## src/rtl/nested_struct_pkg.sv

```systemverilog
// rtl/nested_struct_pkg.sv - shared word layout, default field widths and transform helper
package nested_struct_pkg;

  localparam int ADDR_W_D   = 8;
  localparam int DATA_W_D   = 32;
  localparam int ID_W_D     = 16;
  localparam int CMD_W_D    = 4;
  localparam int FIFO_DEPTH = 2;

  localparam logic [ADDR_W_D-1:0] ADDR_INC_D = 8'd1;
  localparam logic [DATA_W_D-1:0] XOR_KEY_D  = 32'hDEADBEEF;
  localparam logic [ID_W_D-1:0]   ID_INC_D   = 16'd100;
  localparam logic [CMD_W_D-1:0]  CMD_MASK_D = 4'b1010;

  typedef struct packed {
    logic [ADDR_W_D-1:0] addr;
    logic [DATA_W_D-1:0] data;
    logic                valid;
  } base_struct_t;

  typedef struct packed {
    base_struct_t        base;
    logic [ID_W_D-1:0]   id;
    logic [CMD_W_D-1:0]  cmd;
    logic                ready;
  } nested_struct_t;

  typedef struct packed {
    logic           wrap;
    nested_struct_t word;
  } xform_result_t;

  // Default-width reference of the per-word transform; the top re-derives it for any widths.
  function automatic xform_result_t xform(input nested_struct_t in_word, input logic bypass);
    xform_result_t      res;
    logic [ID_W_D:0]    id_sum;
    id_sum = {1'b0, in_word.id} + {1'b0, ID_INC_D};
    if (bypass) begin
      res.word = in_word;
      res.wrap = 1'b0;
    end else begin
      res.word.base.addr  = in_word.base.addr + ADDR_INC_D;
      res.word.base.data  = in_word.base.data ^ XOR_KEY_D;
      res.word.base.valid = in_word.base.valid & in_word.ready;
      res.word.id         = id_sum[ID_W_D-1:0];
      res.word.cmd        = in_word.cmd | CMD_MASK_D;
      res.word.ready      = in_word.base.valid;
      res.wrap            = id_sum[ID_W_D];
    end
    return res;
  endfunction

endpackage

```

## src/rtl/nested_struct_xform_pipe_fifo.sv

```systemverilog
// rtl/nested_struct_xform_pipe_fifo.sv - two-entry FIFO holding transformed words
module xform_fifo2
  import nested_struct_pkg::*;
#(
  parameter int WIDTH = 63
) (
  input  logic             clk,
  input  logic             rst,
  input  logic             push,
  input  logic [WIDTH-1:0] wdata,
  input  logic             pop,
  output logic [WIDTH-1:0] rdata,
  output logic             not_empty,
  output logic             not_full
);

  logic [WIDTH-1:0] mem [FIFO_DEPTH];
  logic             wr_ptr;
  logic             rd_ptr;
  logic [1:0]       count;
  logic             do_push;
  logic             do_pop;

  assign do_push   = push && (count != 2'(FIFO_DEPTH));
  assign do_pop    = pop && (count != 2'd0);
  assign rdata     = mem[rd_ptr];
  assign not_empty = (count != 2'd0);
  assign not_full  = (count != 2'(FIFO_DEPTH));

  // Storage is cleared on reset so the head reads as zero until the first push.
  always_ff @(posedge clk) begin
    if (rst) begin
      mem[0] <= '0;
      mem[1] <= '0;
      wr_ptr <= 1'b0;
      rd_ptr <= 1'b0;
      count  <= 2'd0;
    end else begin
      if (do_push) begin
        mem[wr_ptr] <= wdata;
        wr_ptr      <= ~wr_ptr;
      end
      if (do_pop) begin
        rd_ptr <= ~rd_ptr;
      end
      case ({do_push, do_pop})
        2'b10:   count <= count + 2'd1;
        2'b01:   count <= count - 2'd1;
        default: count <= count;
      endcase
    end
  end

endmodule

```

## src/rtl/nested_struct_xform_pipe.sv

```systemverilog
// rtl/nested_struct_xform_pipe.sv - field transform/bypass in front of a 2-deep output FIFO
module nested_struct_xform_pipe
  import nested_struct_pkg::*;
#(
  parameter int                ADDR_W   = 8,
  parameter int                DATA_W   = 32,
  parameter int                ID_W     = 16,
  parameter int                CMD_W    = 4,
  parameter logic [ADDR_W-1:0] ADDR_INC = ADDR_W'(1),
  parameter logic [DATA_W-1:0] XOR_KEY  = DATA_W'(32'hDEADBEEF),
  parameter logic [ID_W-1:0]   ID_INC   = ID_W'(100),
  parameter logic [CMD_W-1:0]  CMD_MASK = CMD_W'(4'b1010),
  localparam int               W        = ADDR_W + DATA_W + 1 + ID_W + CMD_W + 1
) (
  input  logic         clk,
  input  logic         rst,
  input  logic [W-1:0] in_data,
  input  logic         in_valid,
  output logic         in_ready,
  output logic [W-1:0] out_data,
  output logic         out_valid,
  input  logic         out_ready,
  input  logic         mode,
  output logic         id_wrap,
  output logic [15:0]  txn_count
);

  localparam int CMD_LSB  = 1;
  localparam int ID_LSB   = CMD_LSB + CMD_W;
  localparam int VLD_BIT  = ID_LSB + ID_W;
  localparam int DATA_LSB = VLD_BIT + 1;
  localparam int ADDR_LSB = DATA_LSB + DATA_W;

  logic [ADDR_W-1:0] f_addr;
  logic [DATA_W-1:0] f_data;
  logic              f_valid;
  logic [ID_W-1:0]   f_id;
  logic [CMD_W-1:0]  f_cmd;
  logic              f_ready;
  logic [ID_W-1:0]   id_sum;
  logic              id_carry;
  logic [W-1:0]      xf_word;
  logic              xf_wrap;
  logic              push;
  logic              pop;
  logic [W:0]        head;

  always_comb begin
    f_addr  = in_data[ADDR_LSB +: ADDR_W];
    f_data  = in_data[DATA_LSB +: DATA_W];
    f_valid = in_data[VLD_BIT];
    f_id    = in_data[ID_LSB +: ID_W];
    f_cmd   = in_data[CMD_LSB +: CMD_W];
    f_ready = in_data[0];
    {id_carry, id_sum} = {1'b0, f_id} + {1'b0, ID_INC};
    if (mode) begin
      xf_word = in_data;
      xf_wrap = 1'b0;
    end else begin
      // The outgoing ready bit carries the incoming base.valid.
      xf_word = {f_addr + ADDR_INC, f_data ^ XOR_KEY, f_valid & f_ready,
                 id_sum, f_cmd | CMD_MASK, f_valid};
      xf_wrap = id_carry;
    end
  end

  assign push = in_valid && in_ready;
  assign pop  = out_valid && out_ready;

  xform_fifo2 #(
    .WIDTH (W + 1)
  ) u_fifo (
    .clk       (clk),
    .rst       (rst),
    .push      (push),
    .wdata     ({xf_wrap, xf_word}),
    .pop       (pop),
    .rdata     (head),
    .not_empty (out_valid),
    .not_full  (in_ready)
  );

  assign id_wrap  = head[W];
  assign out_data = head[W-1:0];

  always_ff @(posedge clk) begin
    if (rst) begin
      txn_count <= 16'd0;
    end else if (pop) begin
      txn_count <= txn_count + 16'd1;
    end
  end

endmodule

```

## config.mk

```make
export PLATFORM = sky130hd
export DESIGN_NAME = nested_struct_xform_pipe
export DESIGN_NICKNAME = d
export VERILOG_FILES = /design/src/rtl/nested_struct_pkg.sv /design/src/rtl/nested_struct_xform_pipe_fifo.sv /design/src/rtl/nested_struct_xform_pipe.sv
export SDC_FILE = /design/constraint.sdc
export NUM_CORES = 1
export LEC_CHECK = 0
export BUFFER_PORTS_ARGS = -buffer_cell sky130_fd_sc_hd__clkbuf_2
export CAP_MARGIN = 30
export CORE_ASPECT_RATIO = 1.1
export CORE_MARGIN = 3
export CORE_UTILIZATION = 25
export DETAILED_ROUTE_END_ITERATION = 10
export PLACE_DENSITY = 0.51
export SYNTH_ARGS = -nofsm -noshare
export SYNTH_HDL_FRONTEND = slang
export SYNTH_HIERARCHICAL = 1
export SYNTH_SLANG_ARGS = --single-unit
```

## constraint.sdc

```tcl
create_clock -name clk -period 7.97 [get_ports clk]
set_input_delay 0.797 -clock clk [delete_from_list [all_inputs] [get_ports clk]]
set_output_delay 0.797 -clock clk [all_outputs]
set_load 0.1 [all_outputs]
```

==> impl_metrics.prom <==
# TYPE chip_impl_metric gauge
chip_impl_metric{name="grt_first_pass_wirelength",unit="mm"} 27.12
chip_impl_metric{name="setup_tns",unit="ps"} 0
chip_impl_metric{name="switching_power",unit="mW"} 1.489
chip_impl_metric{name="fp.coreArea",unit="sq mm"} 0.02811
chip_impl_metric{name="instances_no_fill",unit=""} 1116
chip_impl_info{name="hold_class",value="register to register"} 1
chip_impl_metric{name="firstDrtPassIters",unit=""} 4
chip_impl_metric{name="power.sequential.fraction",unit=""} 0.326
chip_impl_info{name="synth_top_flop_cell",value="sky130_fd_sc_hd__edfxtp_1"} 1
chip_impl_metric{name="synthesis.nets",unit=""} 672
chip_impl_metric{name="globalRouteOverflowTotal",unit=""} 0
chip_impl_metric{name="post-synth-top-area-fraction",unit=""} 0.5247
chip_impl_info{name="crit-reg2reg-launch",value="u_fifo/count[0]"} 1
chip_impl_metric{name="dieWidth",unit="um"} 167.9
chip_impl_info{name="timing.rr.end",value="u_fifo/mem[1][33]"} 1
chip_impl_metric{name="cts-buffers-inserted",unit=""} 17
chip_impl_metric{name="clock_tree.buffer_depth",unit=""} 2
chip_impl_metric{name="crit_required",unit="ps"} 7170
chip_impl_metric{name="gpl.final_weighted_congestion",unit=""} 0.7190
chip_impl_info{name="setup.worst_path.class",value="register to output pin"} 1
chip_impl_metric{name="grt.total_usage",unit=""} 0.1135
chip_impl_metric{name="ir_worst_vdd",unit="uV"} 158.7
chip_impl_metric{name="setup_violations",unit=""} 0
chip_impl_metric{name="final_critical_path_setup_slack",unit="ps"} 5031
chip_impl_metric{name="power.share.clock",unit=""} 0.252
chip_impl_info{name="cts_tree",value="built"} 1
chip_impl_metric{name="cts.repair.resized",unit=""} 0
chip_impl_metric{name="rows",unit=""} 64
chip_impl_info{name="synth_most_common_cell",value="sky130_fd_sc_hd__nor2_1"} 1
chip_impl_metric{name="antennaDiodeCount",unit=""} 0
chip_impl_metric{name="avgRoutedWirePerCell",unit="um"} 15.43
chip_impl_info{name="critical_path.startpoint_type",value="register"} 1
chip_impl_metric{name="post_cts.repair.setup_buffers",unit=""} 0
chip_impl_metric{name="placed_cells_incl_taps",unit=""} 1083
chip_impl_info{name="worst_setup_path_end_kind",value="output pin"} 1
chip_impl_metric{name="postSynthCellCount",unit=""} 601
chip_impl_metric{name="max_cap_viol_count",unit=""} 0
chip_impl_metric{name="power.switching_fraction",unit=""} 0.4658
chip_impl_metric{name="grt_pass1_vias",unit=""} 4916
chip_impl_info{name="hold_path_start",value="u_fifo/rd_ptr"} 1
chip_impl_metric{name="synth_seq_area_share",unit=""} 0.5830
chip_impl_info{name="rsz_0062_raised_after_global_routing",value="no"} 1
chip_impl_metric{name="syn-cell-area",unit="sq mm"} 0.007211
chip_impl_metric{name="share_comb_of_total_power",unit=""} 0.423
chip_impl_metric{name="finalNetCount",unit=""} 811
chip_impl_metric{name="ant_nets",unit=""} 0
chip_impl_metric{name="clk_pin_slew",unit="ps"} 70
chip_impl_metric{name="worst_slew_pin_slew",unit="ps"} 850.3
chip_impl_metric{name="slew_headroom",unit=""} 0.4331
chip_impl_metric{name="finalHoldViolCount",unit=""} 0
chip_impl_metric{name="clock_skew",unit="ps"} 13.61
chip_impl_metric{name="cellInternalPower",unit="mW"} 1.708
chip_impl_info{name="synth_top_cells_by_area",value="sky130_fd_sc_hd__edfxtp_1 52%, sky130_fd_sc_hd__mux2_2 9.8%, sky130_fd_sc_hd__nor2_1 7.5%"} 1
chip_impl_metric{name="dr_total_vias",unit=""} 4747
chip_impl_metric{name="post-route-drc-count",unit=""} 0
chip_impl_metric{name="max_fanout_on_critical_path",unit=""} 32
chip_impl_info{name="min_delay_worst_endpoint",value="u_fifo/rd_ptr"} 1
chip_impl_metric{name="place.port_buffers",unit=""} 147
chip_impl_metric{name="synth-edff-count",unit=""} 126
chip_impl_metric{name="drt_first_iter_violations",unit=""} 172
chip_impl_metric{name="cts_hold_repair.buffers",unit=""} 0
chip_impl_metric{name="pin_count_of_the_biggest_net_entering_global_routing",unit=""} 89
chip_impl_metric{name="worst-r2r-cell-count",unit=""} 6
chip_impl_metric{name="detailedPlacementHpwl",unit="mm"} 10.42
chip_impl_metric{name="synth-seq-cells",unit=""} 147
chip_impl_metric{name="pwr_density_cell",unit="mW/mm^2"} 358.4
chip_impl_metric{name="syn2layout_area_growth",unit="%"} 23.70
chip_impl_metric{name="power.leakage",unit="nW"} 3.470
chip_impl_info{name="clk_root_buffer_cell",value="sky130_fd_sc_hd__clkbuf_16"} 1
chip_impl_metric{name="cp.arrival",unit="ps"} 2140
chip_impl_info{name="synth_commonest_cells",value="145 x sky130_fd_sc_hd__nor2_1, 126 x sky130_fd_sc_hd__edfxtp_1, 70 x sky130_fd_sc_hd__nand2b_1"} 1
chip_impl_metric{name="ys_types",unit=""} 41
chip_impl_metric{name="share_of_synthesized_registers_carrying_an_async_set_or_reset",unit=""} 0
chip_impl_metric{name="clock_sinks",unit=""} 147
chip_impl_metric{name="drive_above_1_share",unit=""} 0.3533
chip_impl_metric{name="chipHeight",unit="um"} 184.1
chip_impl_metric{name="synth_area_per_cell",unit="sq um"} 12.00
chip_impl_metric{name="top_level_ports",unit=""} 148
chip_impl_metric{name="max_clk_rate",unit="MHz"} 340.2
chip_impl_metric{name="pre_cts_slack",unit="ps"} 4955
chip_impl_metric{name="antenna_found_initial",unit=""} 0
chip_impl_metric{name="wirelength",unit="mm"} 17.22
chip_impl_metric{name="final_period_demand_of_the_worst_path",unit="ps"} 2939
chip_impl_metric{name="yosys_warnings",unit=""} 6
chip_impl_metric{name="final_min_period_over_clock_period",unit=""} 0.3688
chip_impl_metric{name="routed_via_density",unit=""} 4.254
chip_impl_info{name="netlist.top_cell.by_area",value="sky130_fd_sc_hd__edfxtp_1"} 1
chip_impl_metric{name="timing.hold.worst_path_depth",unit=""} 2
chip_impl_metric{name="setup.reg_to_reg.worst_slack",unit="ps"} 5250
chip_impl_metric{name="starting_utilization_of_the_core_area",unit=""} 0.2565
chip_impl_metric{name="cts.htree.levels",unit=""} 4
chip_impl_metric{name="dieArea",unit="sq mm"} 0.03092
chip_impl_metric{name="slew_viol_final",unit=""} 0
chip_impl_metric{name="insertion_delay",unit="ps"} 420
chip_impl_info{name="outcome",value="completed"} 1
cells by family after synthesis:
group | after synthesis | share of synthesized area
simple gates | 273 | 0.1907
flops | 147 | 0.5830
mux | 67 | 0.1052
xor+xnor | 59 | 0.07166
buf+inv | 36 | 0.02880
compound gates | 15 | 0.01371
fa+ha+maj | 4 | 0.006941
placed cells by master, fill, tap and decap left out, types with 5 or more instances in the layout:
| cell type | instances |
|---|---|
| sky130_fd_sc_hd__clkbuf_2 | 146 |
| sky130_fd_sc_hd__nor4_2 | 6 |
| sky130_fd_sc_hd__dfxtp_1 | 20 |
| sky130_fd_sc_hd__a21oi_1 | 5 |
| sky130_fd_sc_hd__xor2_1 | 10 |
| sky130_fd_sc_hd__clkbuf_16 | 19 |
| sky130_fd_sc_hd__xnor2_1 | 49 |
| sky130_fd_sc_hd__nand2b_1 | 68 |
| sky130_fd_sc_hd__nand3_1 | 9 |
| sky130_fd_sc_hd__edfxtp_1 | 126 |
| sky130_fd_sc_hd__inv_6 | 5 |
| sky130_fd_sc_hd__nand2_1 | 13 |
| sky130_fd_sc_hd__nor2b_1 | 6 |
| sky130_fd_sc_hd__nand4_1 | 5 |
| sky130_fd_sc_hd__mux2_2 | 63 |
| sky130_fd_sc_hd__nor2_1 | 145 |
critical path, stage by stage, from the launching register on:
cell	delay, ps
sky130_fd_sc_hd__dfxtp_4	660
sky130_fd_sc_hd__buf_12	280
sky130_fd_sc_hd__mux2_2	380
sky130_fd_sc_hd__clkbuf_2	370
metrics by stage:
step | util | instance area [sq um] | hold WS [ps] | power, mW
global placement | 0.2941 | 8265 | 502.3 | 2.418
finish | 0.3174 | 8920 | 514.2 | 3.196
detailed placement | 0.2955 | 8305 | 501.6 | 2.427
CTS | 0.3166 | 8900 | 521.9 | 3.247
floorplan | - | 7211 | 480.9 | 2.193
global route | 0.3174 | 8920 | 542.2 | 3.337
registers in the layout (all words and copies together) (netlist names), named ones only:
register / count
txn_count: 16
u_fifo/count: 2
u_fifo/mem: 126
u_fifo/rd_ptr: 1
u_fifo/wr_ptr: 1
routing by layer:
layer  vias up  wire [um]  track usage  share of wire
met2        85       8732       0.1971           0.51
met3        12        594      0.02638          0.034
li1       2354          -            -              -
met5         -          0            0              0
met1      2296       7640       0.1374           0.44
met4         0        251      0.04288          0.015
area by class of cell:
| cell class | count | area, sq um |
|---|---|---|
| inverters | 2 | 7.507 |
| repair buffers | 154 | 825.8 |
| clock buffers | 22 | 516.7 |
| clock inverters | 10 | 77.57 |
| flip-flops and latches | 147 | 4208 |
| fillers | 2927 | 19190 |
| well taps | 363 | 454.2 |
| multi-input cells | 418 | 2830 |
power groups by stage:
stage | Combinational [mW] | Sequential [mW] | Clock [mW]
floorplan | 1.14 | 1.06 | 0
global placement | 1.35 | 1.07 | 0
detailed placement | 1.35 | 1.07 | 0
CTS | 1.36 | 1.06 | 0.833
global route | 1.42 | 1.05 | 0.867
finish | 1.35 | 1.04 | 0.805
worst max path at each step:
stage,depth (start not counted),end,startpoint,slack [ps]
after floorplan,5,u_fifo/mem[0][0],u_fifo/count[0],4600
after global placement,5,u_fifo/mem[1][19],in_valid,4800
after detailed placement,6,u_fifo/mem[1][20],in_valid,4950
after CTS,2,out_data[61],register,4820
after global routing,3,out_data[21],register,4910
final,3,out_data[47],register,5030
Power figures use the tool's default switching activity.
